===== src/rtl/systolic_out_writer_if.sv =====
// rtl/systolic_out_writer_if.sv - tile handshake and output SRAM write bus
//
// Purpose: bundles the tile input handshake (sizes, bases, accumulator tile)
// and the output SRAM write port of systolic_out_writer.
// Modports:
//   master - tile producer / SRAM observer (drives tile, samples SRAM writes)
//   slave  - systolic_out_writer side (accepts tile, drives SRAM writes)
interface systolic_out_writer_if #(
  parameter int ACC_BWIDTH        = 32,
  parameter int PE_ARRAY_NUM_ROWS = 4,
  parameter int PE_ARRAY_NUM_COLS = 4,
  parameter int OUT_SRAM_AWIDTH   = 10,
  parameter int OUT_SRAM_BWIDTH   = 4*32,
  parameter int MAX_M_SIZE_LOG2   = 9,
  parameter int MAX_N_SIZE_LOG2   = 9
);
  logic [MAX_M_SIZE_LOG2-1:0]                                  M_SIZE_in;
  logic [MAX_N_SIZE_LOG2-1:0]                                  N_SIZE_in;
  logic                                                        TILE_VALID_in;
  logic                                                        TILE_READY_out;
  logic [MAX_M_SIZE_LOG2-1:0]                                  TILE_ROW_BASE_in;
  logic [MAX_N_SIZE_LOG2-1:0]                                  TILE_COL_BASE_in;
  logic [PE_ARRAY_NUM_ROWS*PE_ARRAY_NUM_COLS*ACC_BWIDTH-1:0]   TILE_ACC_in;
  logic                                                        OUT_SRAM_WEN_out;
  logic [OUT_SRAM_AWIDTH-1:0]                                  OUT_SRAM_ADDR_out;
  logic [OUT_SRAM_BWIDTH-1:0]                                  OUT_SRAM_WDATA_out;
  logic                                                        TILE_DONE_out;

  modport master (
    output M_SIZE_in, N_SIZE_in, TILE_VALID_in, TILE_ROW_BASE_in,
           TILE_COL_BASE_in, TILE_ACC_in,
    input  TILE_READY_out, OUT_SRAM_WEN_out, OUT_SRAM_ADDR_out,
           OUT_SRAM_WDATA_out, TILE_DONE_out
  );

  modport slave (
    input  M_SIZE_in, N_SIZE_in, TILE_VALID_in, TILE_ROW_BASE_in,
           TILE_COL_BASE_in, TILE_ACC_in,
    output TILE_READY_out, OUT_SRAM_WEN_out, OUT_SRAM_ADDR_out,
           OUT_SRAM_WDATA_out, TILE_DONE_out
  );
endinterface


===== src/rtl/systolic_out_writer.sv =====
// rtl/systolic_out_writer.sv - systolic tile write-back into output SRAM
//
// Purpose: accepts one R x C accumulator tile, writes it row by row into the
// row-major output SRAM (one word per tile row), suppressing rows beyond M and
// zeroing lanes beyond N, then pulses TILE_DONE_out for one cycle.
// Ports:
//   CLK   - clock, rising edge
//   RSTn  - asynchronous active-low reset
//   STALL - freezes all state; write strobe and done pulse forced low
//   bus   - tile handshake + SRAM write port (systolic_out_writer_if.slave)
module systolic_out_writer #(
  parameter int ACC_BWIDTH             = 32,
  parameter int PE_ARRAY_NUM_ROWS      = 4,
  parameter int PE_ARRAY_NUM_COLS      = 4,
  parameter int PE_ARRAY_NUM_COLS_LOG2 = 2,
  parameter int OUT_SRAM_AWIDTH        = 10,
  parameter int OUT_SRAM_BWIDTH        = 4*32,
  parameter int MAX_M_SIZE_LOG2        = 9,
  parameter int MAX_N_SIZE_LOG2        = 9
) (
  input  logic                 CLK,
  input  logic                 RSTn,
  input  logic                 STALL,
  systolic_out_writer_if.slave bus
);
  localparam int R     = PE_ARRAY_NUM_ROWS;
  localparam int C     = PE_ARRAY_NUM_COLS;
  localparam int MW    = MAX_M_SIZE_LOG2;
  localparam int NWD   = MAX_N_SIZE_LOG2;
  localparam int AW    = OUT_SRAM_AWIDTH;
  localparam int PW    = MW + NWD;
  localparam int ROW_W = (R > 1) ? $clog2(R) : 1;

  typedef enum logic [1:0] {S_IDLE, S_WRITE, S_DONE} state_t;

  state_t                     r_state, w_state_next;
  logic [ROW_W-1:0]           r_row, w_row_next;
  logic [R*C*ACC_BWIDTH-1:0]  r_acc;
  logic [MW-1:0]              r_row_base, r_m;
  logic [NWD-1:0]             r_col_base, r_n, r_nw;
  logic                       r_wen, r_done;
  logic [AW-1:0]              r_addr;
  logic [OUT_SRAM_BWIDTH-1:0] r_wdata;

  logic                       w_ready, w_accept;
  logic [NWD:0]               w_n_round;
  logic [NWD-1:0]             w_nw_in;
  logic [MW:0]                w_row_abs;
  logic                       w_row_in_range;
  logic [PW-1:0]              w_prod;
  logic [AW-1:0]              w_addr_calc;
  logic [OUT_SRAM_BWIDTH-1:0] w_wdata_calc;
  logic                       w_wen_next, w_done_next;
  logic [AW-1:0]              w_addr_next;
  logic [OUT_SRAM_BWIDTH-1:0] w_wdata_next;

  assign w_ready  = (r_state == S_IDLE) && !STALL;
  assign w_accept = bus.TILE_VALID_in && w_ready;

  // Words per output row: N rounded up to a whole number of C-lane words.
  assign w_n_round = {1'b0, bus.N_SIZE_in} + (NWD+1)'(C - 1);
  assign w_nw_in   = NWD'(w_n_round >> PE_ARRAY_NUM_COLS_LOG2);

  // Absolute output row kept one bit wider so the M comparison cannot wrap.
  assign w_row_abs      = {1'b0, r_row_base} + (MW+1)'(r_row);
  assign w_row_in_range = w_row_abs < {1'b0, r_m};
  assign w_prod         = PW'(w_row_abs[MW-1:0]) * PW'(r_nw);
  assign w_addr_calc    = AW'(w_prod + PW'(r_col_base >> PE_ARRAY_NUM_COLS_LOG2));

  always_comb begin
    w_wdata_calc = '0;
    for (int c = 0; c < C; c++) begin
      if (({1'b0, r_col_base} + (NWD+1)'(c)) < {1'b0, r_n})
        w_wdata_calc[c*ACC_BWIDTH +: ACC_BWIDTH] =
          r_acc[(int'(r_row)*C + c)*ACC_BWIDTH +: ACC_BWIDTH];
    end
  end

  always_comb begin
    w_state_next = r_state;
    w_row_next   = r_row;
    w_wen_next   = 1'b0;
    w_done_next  = 1'b0;
    w_addr_next  = r_addr;
    w_wdata_next = r_wdata;
    if (!STALL) begin
      case (r_state)
        S_IDLE: begin
          if (bus.TILE_VALID_in) begin
            w_state_next = S_WRITE;
            w_row_next   = '0;
          end
        end
        S_WRITE: begin
          // Out-of-range rows still advance the walk, just without a strobe.
          w_wen_next   = w_row_in_range;
          w_addr_next  = w_addr_calc;
          w_wdata_next = w_wdata_calc;
          w_row_next   = r_row + ROW_W'(1);
          if (r_row == ROW_W'(R - 1))
            w_state_next = S_DONE;
        end
        S_DONE: begin
          w_done_next  = 1'b1;
          w_state_next = S_IDLE;
        end
        default: w_state_next = S_IDLE;
      endcase
    end
  end

  always_ff @(posedge CLK or negedge RSTn) begin
    if (!RSTn) begin
      r_state    <= S_IDLE;
      r_row      <= '0;
      r_acc      <= '0;
      r_row_base <= '0;
      r_col_base <= '0;
      r_m        <= '0;
      r_n        <= '0;
      r_nw       <= '0;
      r_wen      <= 1'b0;
      r_done     <= 1'b0;
      r_addr     <= '0;
      r_wdata    <= '0;
    end else begin
      r_state <= w_state_next;
      r_row   <= w_row_next;
      r_wen   <= w_wen_next;
      r_done  <= w_done_next;
      r_addr  <= w_addr_next;
      r_wdata <= w_wdata_next;
      if (w_accept) begin
        r_acc      <= bus.TILE_ACC_in;
        r_row_base <= bus.TILE_ROW_BASE_in;
        r_col_base <= bus.TILE_COL_BASE_in;
        r_m        <= bus.M_SIZE_in;
        r_n        <= bus.N_SIZE_in;
        r_nw       <= w_nw_in;
      end
    end
  end

  assign bus.TILE_READY_out     = w_ready;
  assign bus.OUT_SRAM_WEN_out   = r_wen;
  assign bus.OUT_SRAM_ADDR_out  = r_addr;
  assign bus.OUT_SRAM_WDATA_out = r_wdata;
  assign bus.TILE_DONE_out      = r_done;
endmodule


===== src/flat_wrapper.sv =====
// flat-port wrapper written by rule: the top's interface ports become plain ports
module systolic_out_writer_flat 
#(
  parameter int ACC_BWIDTH             = 32,
  parameter int PE_ARRAY_NUM_ROWS      = 4,
  parameter int PE_ARRAY_NUM_COLS      = 4,
  parameter int PE_ARRAY_NUM_COLS_LOG2 = 2,
  parameter int OUT_SRAM_AWIDTH        = 10,
  parameter int OUT_SRAM_BWIDTH        = 4*32,
  parameter int MAX_M_SIZE_LOG2        = 9,
  parameter int MAX_N_SIZE_LOG2        = 9
)
  (CLK, RSTn, STALL, bus_M_SIZE_in, bus_N_SIZE_in, bus_TILE_VALID_in, bus_TILE_ROW_BASE_in, bus_TILE_COL_BASE_in, bus_TILE_ACC_in, bus_TILE_READY_out, bus_OUT_SRAM_WEN_out, bus_OUT_SRAM_ADDR_out, bus_OUT_SRAM_WDATA_out, bus_TILE_DONE_out);
  systolic_out_writer_if #(.ACC_BWIDTH(ACC_BWIDTH), .PE_ARRAY_NUM_ROWS(PE_ARRAY_NUM_ROWS), .PE_ARRAY_NUM_COLS(PE_ARRAY_NUM_COLS), .OUT_SRAM_AWIDTH(OUT_SRAM_AWIDTH), .OUT_SRAM_BWIDTH(OUT_SRAM_BWIDTH), .MAX_M_SIZE_LOG2(MAX_M_SIZE_LOG2), .MAX_N_SIZE_LOG2(MAX_N_SIZE_LOG2)) bus_i ();
  input  logic CLK;
  input  logic RSTn;
  input  logic STALL;
  input wire logic [$bits(bus_i.M_SIZE_in)-1:0] bus_M_SIZE_in;
  input wire logic [$bits(bus_i.N_SIZE_in)-1:0] bus_N_SIZE_in;
  input wire logic [$bits(bus_i.TILE_VALID_in)-1:0] bus_TILE_VALID_in;
  input wire logic [$bits(bus_i.TILE_ROW_BASE_in)-1:0] bus_TILE_ROW_BASE_in;
  input wire logic [$bits(bus_i.TILE_COL_BASE_in)-1:0] bus_TILE_COL_BASE_in;
  input wire logic [$bits(bus_i.TILE_ACC_in)-1:0] bus_TILE_ACC_in;
  output wire logic [$bits(bus_i.TILE_READY_out)-1:0] bus_TILE_READY_out;
  output wire logic [$bits(bus_i.OUT_SRAM_WEN_out)-1:0] bus_OUT_SRAM_WEN_out;
  output wire logic [$bits(bus_i.OUT_SRAM_ADDR_out)-1:0] bus_OUT_SRAM_ADDR_out;
  output wire logic [$bits(bus_i.OUT_SRAM_WDATA_out)-1:0] bus_OUT_SRAM_WDATA_out;
  output wire logic [$bits(bus_i.TILE_DONE_out)-1:0] bus_TILE_DONE_out;
  assign bus_i.M_SIZE_in = bus_M_SIZE_in;
  assign bus_i.N_SIZE_in = bus_N_SIZE_in;
  assign bus_i.TILE_VALID_in = bus_TILE_VALID_in;
  assign bus_i.TILE_ROW_BASE_in = bus_TILE_ROW_BASE_in;
  assign bus_i.TILE_COL_BASE_in = bus_TILE_COL_BASE_in;
  assign bus_i.TILE_ACC_in = bus_TILE_ACC_in;
  assign bus_TILE_READY_out = bus_i.TILE_READY_out;
  assign bus_OUT_SRAM_WEN_out = bus_i.OUT_SRAM_WEN_out;
  assign bus_OUT_SRAM_ADDR_out = bus_i.OUT_SRAM_ADDR_out;
  assign bus_OUT_SRAM_WDATA_out = bus_i.OUT_SRAM_WDATA_out;
  assign bus_TILE_DONE_out = bus_i.TILE_DONE_out;
  systolic_out_writer #(.ACC_BWIDTH(ACC_BWIDTH), .PE_ARRAY_NUM_ROWS(PE_ARRAY_NUM_ROWS), .PE_ARRAY_NUM_COLS(PE_ARRAY_NUM_COLS), .PE_ARRAY_NUM_COLS_LOG2(PE_ARRAY_NUM_COLS_LOG2), .OUT_SRAM_AWIDTH(OUT_SRAM_AWIDTH), .OUT_SRAM_BWIDTH(OUT_SRAM_BWIDTH), .MAX_M_SIZE_LOG2(MAX_M_SIZE_LOG2), .MAX_N_SIZE_LOG2(MAX_N_SIZE_LOG2)) u_core (.CLK(CLK), .RSTn(RSTn), .STALL(STALL), .bus(bus_i));
endmodule

===== config.mk =====
export PLATFORM = sky130hd
export DESIGN_NAME = systolic_out_writer_flat
export DESIGN_NICKNAME = d
export VERILOG_FILES = /design/src/rtl/systolic_out_writer_if.sv /design/src/rtl/systolic_out_writer.sv /design/src/flat_wrapper.sv
export SDC_FILE = /design/constraint.sdc
export NUM_CORES = 2
export LEC_CHECK = 0
export CAP_MARGIN = 20
export CELL_PAD_IN_SITES_DETAIL_PLACEMENT = 1
export CELL_PAD_IN_SITES_GLOBAL_PLACEMENT = 1
export CORE_UTILIZATION = 39
export DETAILED_ROUTE_END_ITERATION = 10
export GPL_TIMING_DRIVEN = 0
export PLACE_DENSITY_LB_ADDON = 0.1
export SYNTH_ARGS = -nofsm -noshare
export SYNTH_HDL_FRONTEND = slang
export SYNTH_SLANG_ARGS = --single-unit

===== constraint.sdc =====
create_clock -name CLK -period 7.57 [get_ports CLK]
set_clock_uncertainty 0.05 [all_clocks]
set_input_delay 1.514 -clock CLK [delete_from_list [all_inputs] [get_ports CLK]]
set_output_delay 1.514 -clock CLK [all_outputs]
set_load 0.1 [all_outputs]

==> flow_summary.yaml <==
outcome:
  status: "finished, final reports clean"
cts:
  numCtsBuffers: 79
  sinks_on_the_clock_net: 700
  number_of_buffers_between_clock_root_and_the_deepest_sink: 3
  htree_levels: 3
  clock_insertion_delay_worst_skew_ns: 0.65
  worst_setup_hold_path_clk_slew_ns: 0.06
  clockRootBuffer: "sky130_fd_sc_hd__clkbuf_16"
  cts_tree: "yes"
  count_of_hold_fix_buffers_inserted_at_cts: 0
min_path:
  holdCritPathClass: "reg -> reg"
logic_synthesis:
  postSynthAreaPerCell_sq_um: 9.613
  ys.warnings.count: 0
  synth_edf_count: 0
  synth_flop_cell: "sky130_fd_sc_hd__dfrtp_1"
  syn_area_sq_um: 32050
  netlist_instances: 3334
  postSynthNetCount: 3985
  ys_seq_area_share_pct: 54.65
  yosys_register_bits: 700
  async_flop_share_pct: 100.0
  yosysUniqueCellTypes: 49
grt:
  vias_in_the_first_global_route: 29256
  grt_pass1_wl_mm: 186.1
  grt_max_degree: 119
  grt_util_all_layers_pct: 30.54
  antenna_violations_before_repair: 65
  global_route.overflow_total: 0
setup_path:
  rr_startpoint: "u_core.r_row[1]$_DFFE_PN0P_"
  worstPathArrival_ns: 7.55
  crit_path_end: "u_core.bus.OUT_SRAM_ADDR_out[9]$_DFFE_PN0P_"
  cp_common_cell: "sky130_fd_sc_hd__fa_1"
  crit_chain: "clkbuf_2 > inv_1 > fa_1 > nand3b_1 > nor2_1 > xor2_1 > nand2_1 > fa_1 > inv_1 > fa_1 > inv_1 > fa_1 > fa_1 > inv_1 > ha_1 > a21oi_1 > o21bai_1 > a21oi_1 > xor2_1 > xnor2_1 > xnor2_1 > o21ai_1"
  timing.critical_path.from: "u_core.r_row[1]$_DFFE_PN0P_"
  timing.critical_path.depth: 22
  worst_r2r_path_depth: 22
  timing.rr.end: "u_core.bus.OUT_SRAM_ADDR_out[9]$_DFFE_PN0P_"
  cpPeakStageDelay_ns: 0.71
  r2r_slack_ns: 0.45
  endpoint_kind: "flip-flop"
  timing.critical_path.required_ns: 8.00
  critical_path_class: "reg -> reg"
  startpoint_type: "flip-flop"
  worstPathBufferInverterCount: 5
  worstPathMaxFanout: 19
  critical_path.top_delay_family: "adder cells"
  critical_path.slowest_cell: "sky130_fd_sc_hd__clkbuf_2"
timing:
  min_period_ns: 7.117
  fmax_mhz: 140.5
  timing_max_transition_violations_final: 0
  timing_worst_slew_pin_value_ns: 1.169
  period_share_pct: 94.02
  setup_repair_after_global_routing_missed_its_margin: "no"
  report.final.hold_viol_count: 0
  smallest_setup_slack_after_layout_ns: 0.4530
  timing.slew.headroom_pct: 21.82
  finalSetupViolCount: 0
  total_negative_slack_for_setup_checks_ns: 0
placement:
  place.gp.congestion: 0.8503
  hpwlAfterDp_mm: 95.96
  port_buffers: 692
  postPlaceCellArea_sq_um: 40620
  place_inst: 5101
  pre_cts_slack_ns: -0.4894
final_layout:
  finish.net_count: 4773
  count_of_placed_standard_cells_in_the_final_layout_fillers_left_out: 5276
  seq_cell_area_sq_um: 17520
  final_cell_area_sq_um: 43330
  layout.filler_cells: 9081
  syn2layout_area_growth_pct: 35.19
  multi_input_comb_area_sq_um: 13220
  post_route_cells_drive_above_1_share_pct: 7.225
floorplanning:
  chip_width_um: 288.7
  core_region_area_sq_um: 80940
  die_area_sq_um: 83330
  num_io_pins: 693
  num_rows: 104
  dieHeight_um: 288.7
  initial_core_util_pct: 39.60
pwr:
  p_sw_share_pct: 43.97
  power.net_switching_uw: 9263
  p_clk_share_pct: 18.7
  power_frac_seq_pct: 31.7
  power-per-cell-area_nw_per_um2: 486.3
  p_int_uw: 11810
  power.leakage_uw: 0.02090
  vdd.ir_drop.worst_mv: 0.2953
  power.combinational.fraction_pct: 49.6
routing:
  final_antenna_net_count: 0
  first_pass_iters: 5
  detail_route.iter0.violations: 1268
  post_drt_wl_per_cell_um: 23.92
  sum_of_routed_wire_length_over_all_layers_mm: 126.2
  routed_via_density: 5.076
  vias: 26782
  drc: 0
flow_run:
  cap_viol_max_count: 0
-- tightest hold or removal path, cell delays in order, from the launching register on --
cell	delay (ns)
sky130_fd_sc_hd__dfrtp_1	0.34
sky130_fd_sc_hd__nand2_1	0.05
sky130_fd_sc_hd__nand2_1	0.05
-- state kept, by name (all words and copies together), names as in the netlist --
register                       flops
u_core.r_row                       2
u_core.bus.OUT_SRAM_WEN_out        1
u_core.r_n                         9
u_core.bus.TILE_DONE_out           1
u_core.r_nw                        8
u_core.bus.OUT_SRAM_ADDR_out      10
u_core.r_m                         9
u_core.r_row_base                  9
u_core.bus.OUT_SRAM_WDATA_out    128
u_core.r_acc                     512
u_core.r_col_base                  9
u_core.r_state                     2
-- kinds of logic (layout without fill, tap and decap cells) --
logic type	count (synthesis)	after routing	share of synthesized area [%]
AO/OA/AOI/OAI	218	218	4.505
buffers and inverters	331	1177	4.103
AND/OR/NAND/NOR	1808	1808	21.70
XOR/XNOR	50	50	1.456
multiplexers	128	128	8.994
other	0	36	0
flip-flops	700	700	54.65
adder cells (fa/ha/maj)	99	99	4.591
-- power groups by stage --
stage	Sequential [uW]	Combinational (uW)	Clock, uW
2_1_floorplan	8190	5610	0
3_3_place_gp	6690	10200	0
3_5_place_dp	6690	10500	0
4_1_cts	6670	10600	4000
5_1_grt	6880	11500	4140
6_report	6690	10400	3940
-- cell usage in the layout, fill, tap and decap left out, types with 7 or more instances in the layout --
| cell type | netlist | final |
|---|---|---|
| sky130_fd_sc_hd__diode_2 | 0 | 36 |
| sky130_fd_sc_hd__ha_1 | 68 | 68 |
| sky130_fd_sc_hd__a21oi_1 | 10 | 10 |
| sky130_fd_sc_hd__a22o_1 | 66 | 66 |
| sky130_fd_sc_hd__clkbuf_2 | 3 | 7 |
| sky130_fd_sc_hd__buf_8 | 0 | 7 |
| sky130_fd_sc_hd__clkbuf_1 | 161 | 174 |
| sky130_fd_sc_hd__xnor2_1 | 37 | 37 |
| sky130_fd_sc_hd__fa_1 | 31 | 31 |
| sky130_fd_sc_hd__inv_1 | 144 | 144 |
| sky130_fd_sc_hd__clkbuf_16 | 0 | 80 |
| sky130_fd_sc_hd__clkbuf_8 | 0 | 17 |
| sky130_fd_sc_hd__clkdlybuf4s50_1 | 0 | 691 |
| sky130_fd_sc_hd__o21ai_0 | 110 | 110 |
| sky130_fd_sc_hd__nor3_1 | 9 | 9 |
| sky130_fd_sc_hd__nor2_1 | 16 | 16 |
| sky130_fd_sc_hd__a21o_1 | 13 | 13 |
| sky130_fd_sc_hd__buf_2 | 10 | 10 |
| sky130_fd_sc_hd__mux4_2 | 128 | 128 |
| sky130_fd_sc_hd__dfrtp_1 | 700 | 700 |
| sky130_fd_sc_hd__clkinv_2 | 0 | 13 |
| sky130_fd_sc_hd__nand2_1 | 1731 | 1731 |
| sky130_fd_sc_hd__buf_6 | 7 | 8 |
| sky130_fd_sc_hd__xor2_1 | 10 | 10 |
| sky130_fd_sc_hd__and2_1 | 21 | 21 |
-- layer usage --
metal	GRT usage [%]	up-vias	routed length (um)
met4	12.70	64	4921
met1	36.06	13571	48310
met5	0	-	379
li1	-	12211	-
met2	53.05	665	64590
met3	7.496	271	8018
-- final cells by class --
type / instances / area share [%]
inverters: 145 / 1.256
clock buffers: 115 / 5.316
clock inverters: 24 / 0.6873
repair buffers: 708 / 16.75
multi-input cells: 2303 / 30.51
flip-flops and latches: 700 / 40.43
plain buffers: 185 / 1.782
well taps: 1060 / 3.061
diodes: 36 / 0.2079
-- per-stage QoR --
| step | util (%) | hold WS, ns | power [uW] |
|---|---|---|---|
| after floorplan | - | 0.3903 | 13800 |
| after global placement | 49.80 | 0.4031 | 16850 |
| after detailed placement | 50.19 | 0.4086 | 17180 |
| after CTS | 53.40 | 0.4233 | 21260 |
| after global routing | 53.50 | 0.4355 | 22470 |
| final | 53.53 | 0.4198 | 21070 |
-- Yosys cell counts (2+ instances only) --
master                     instances  area [sq um]
sky130_fd_sc_hd__buf_2            10         50.05
sky130_fd_sc_hd__a21oi_1          10         50.05
sky130_fd_sc_hd__o21ai_0         110         550.5
sky130_fd_sc_hd__and3_1            2         12.51
sky130_fd_sc_hd__nand3_1           6         30.03
sky130_fd_sc_hd__a21boi_0          2         15.01
sky130_fd_sc_hd__dfrtp_1         700         17520
sky130_fd_sc_hd__and3_4            3         33.78
sky130_fd_sc_hd__buf_6             7         78.83
sky130_fd_sc_hd__a22o_1           66         578.1
sky130_fd_sc_hd__nand2b_1          2         12.51
sky130_fd_sc_hd__nor4_1            4         25.02
sky130_fd_sc_hd__or3_1             2         12.51
sky130_fd_sc_hd__xnor2_1          37         324.1
sky130_fd_sc_hd__fa_1             31         620.6
sky130_fd_sc_hd__nor2_1           16         60.06
sky130_fd_sc_hd__xor2_1           10         87.58
sky130_fd_sc_hd__a21o_1           13         97.59
sky130_fd_sc_hd__and2_1           21         131.4
sky130_fd_sc_hd__mux4_2          128          2883
sky130_fd_sc_hd__clkbuf_2          3         15.01
sky130_fd_sc_hd__nand2_1        1731          6497
sky130_fd_sc_hd__o21bai_1          2         15.01
sky130_fd_sc_hd__ha_1             68         850.8
sky130_fd_sc_hd__o21a_1            6         45.04
sky130_fd_sc_hd__inv_1           144         540.5
sky130_fd_sc_hd__buf_1             4         15.01
sky130_fd_sc_hd__nor2b_1           6         37.54
sky130_fd_sc_hd__clkbuf_1        161         604.3
sky130_fd_sc_hd__o21ai_1           2         10.01
sky130_fd_sc_hd__nor3_1            9         45.04
-- worst min-delay path by stage --
stage                                   from                       endpoint  slack [ns]  depth (start not counted)
2_1_floorplan  u_core.r_acc[256]$_DFFE_PN0P_  u_core.r_acc[256]$_DFFE_PN0P_        0.39                          2
3_3_place_gp   u_core.r_acc[382]$_DFFE_PN0P_  u_core.r_acc[382]$_DFFE_PN0P_        0.40                          2
3_5_place_dp   u_core.r_acc[379]$_DFFE_PN0P_  u_core.r_acc[379]$_DFFE_PN0P_        0.41                          2
4_1_cts        u_core.r_acc[509]$_DFFE_PN0P_  u_core.r_acc[509]$_DFFE_PN0P_        0.42                          2
5_1_grt        u_core.r_acc[469]$_DFFE_PN0P_  u_core.r_acc[469]$_DFFE_PN0P_        0.44                          2
6_report       u_core.r_acc[365]$_DFFE_PN0P_  u_core.r_acc[365]$_DFFE_PN0P_        0.42                          2
-- repair_timing --
action	in CTS	in global routing
buffers inserted	0	0
endpoints found under the setup margin	1	0
resized for setup	1	0
(Power assumes the default switching activity.)
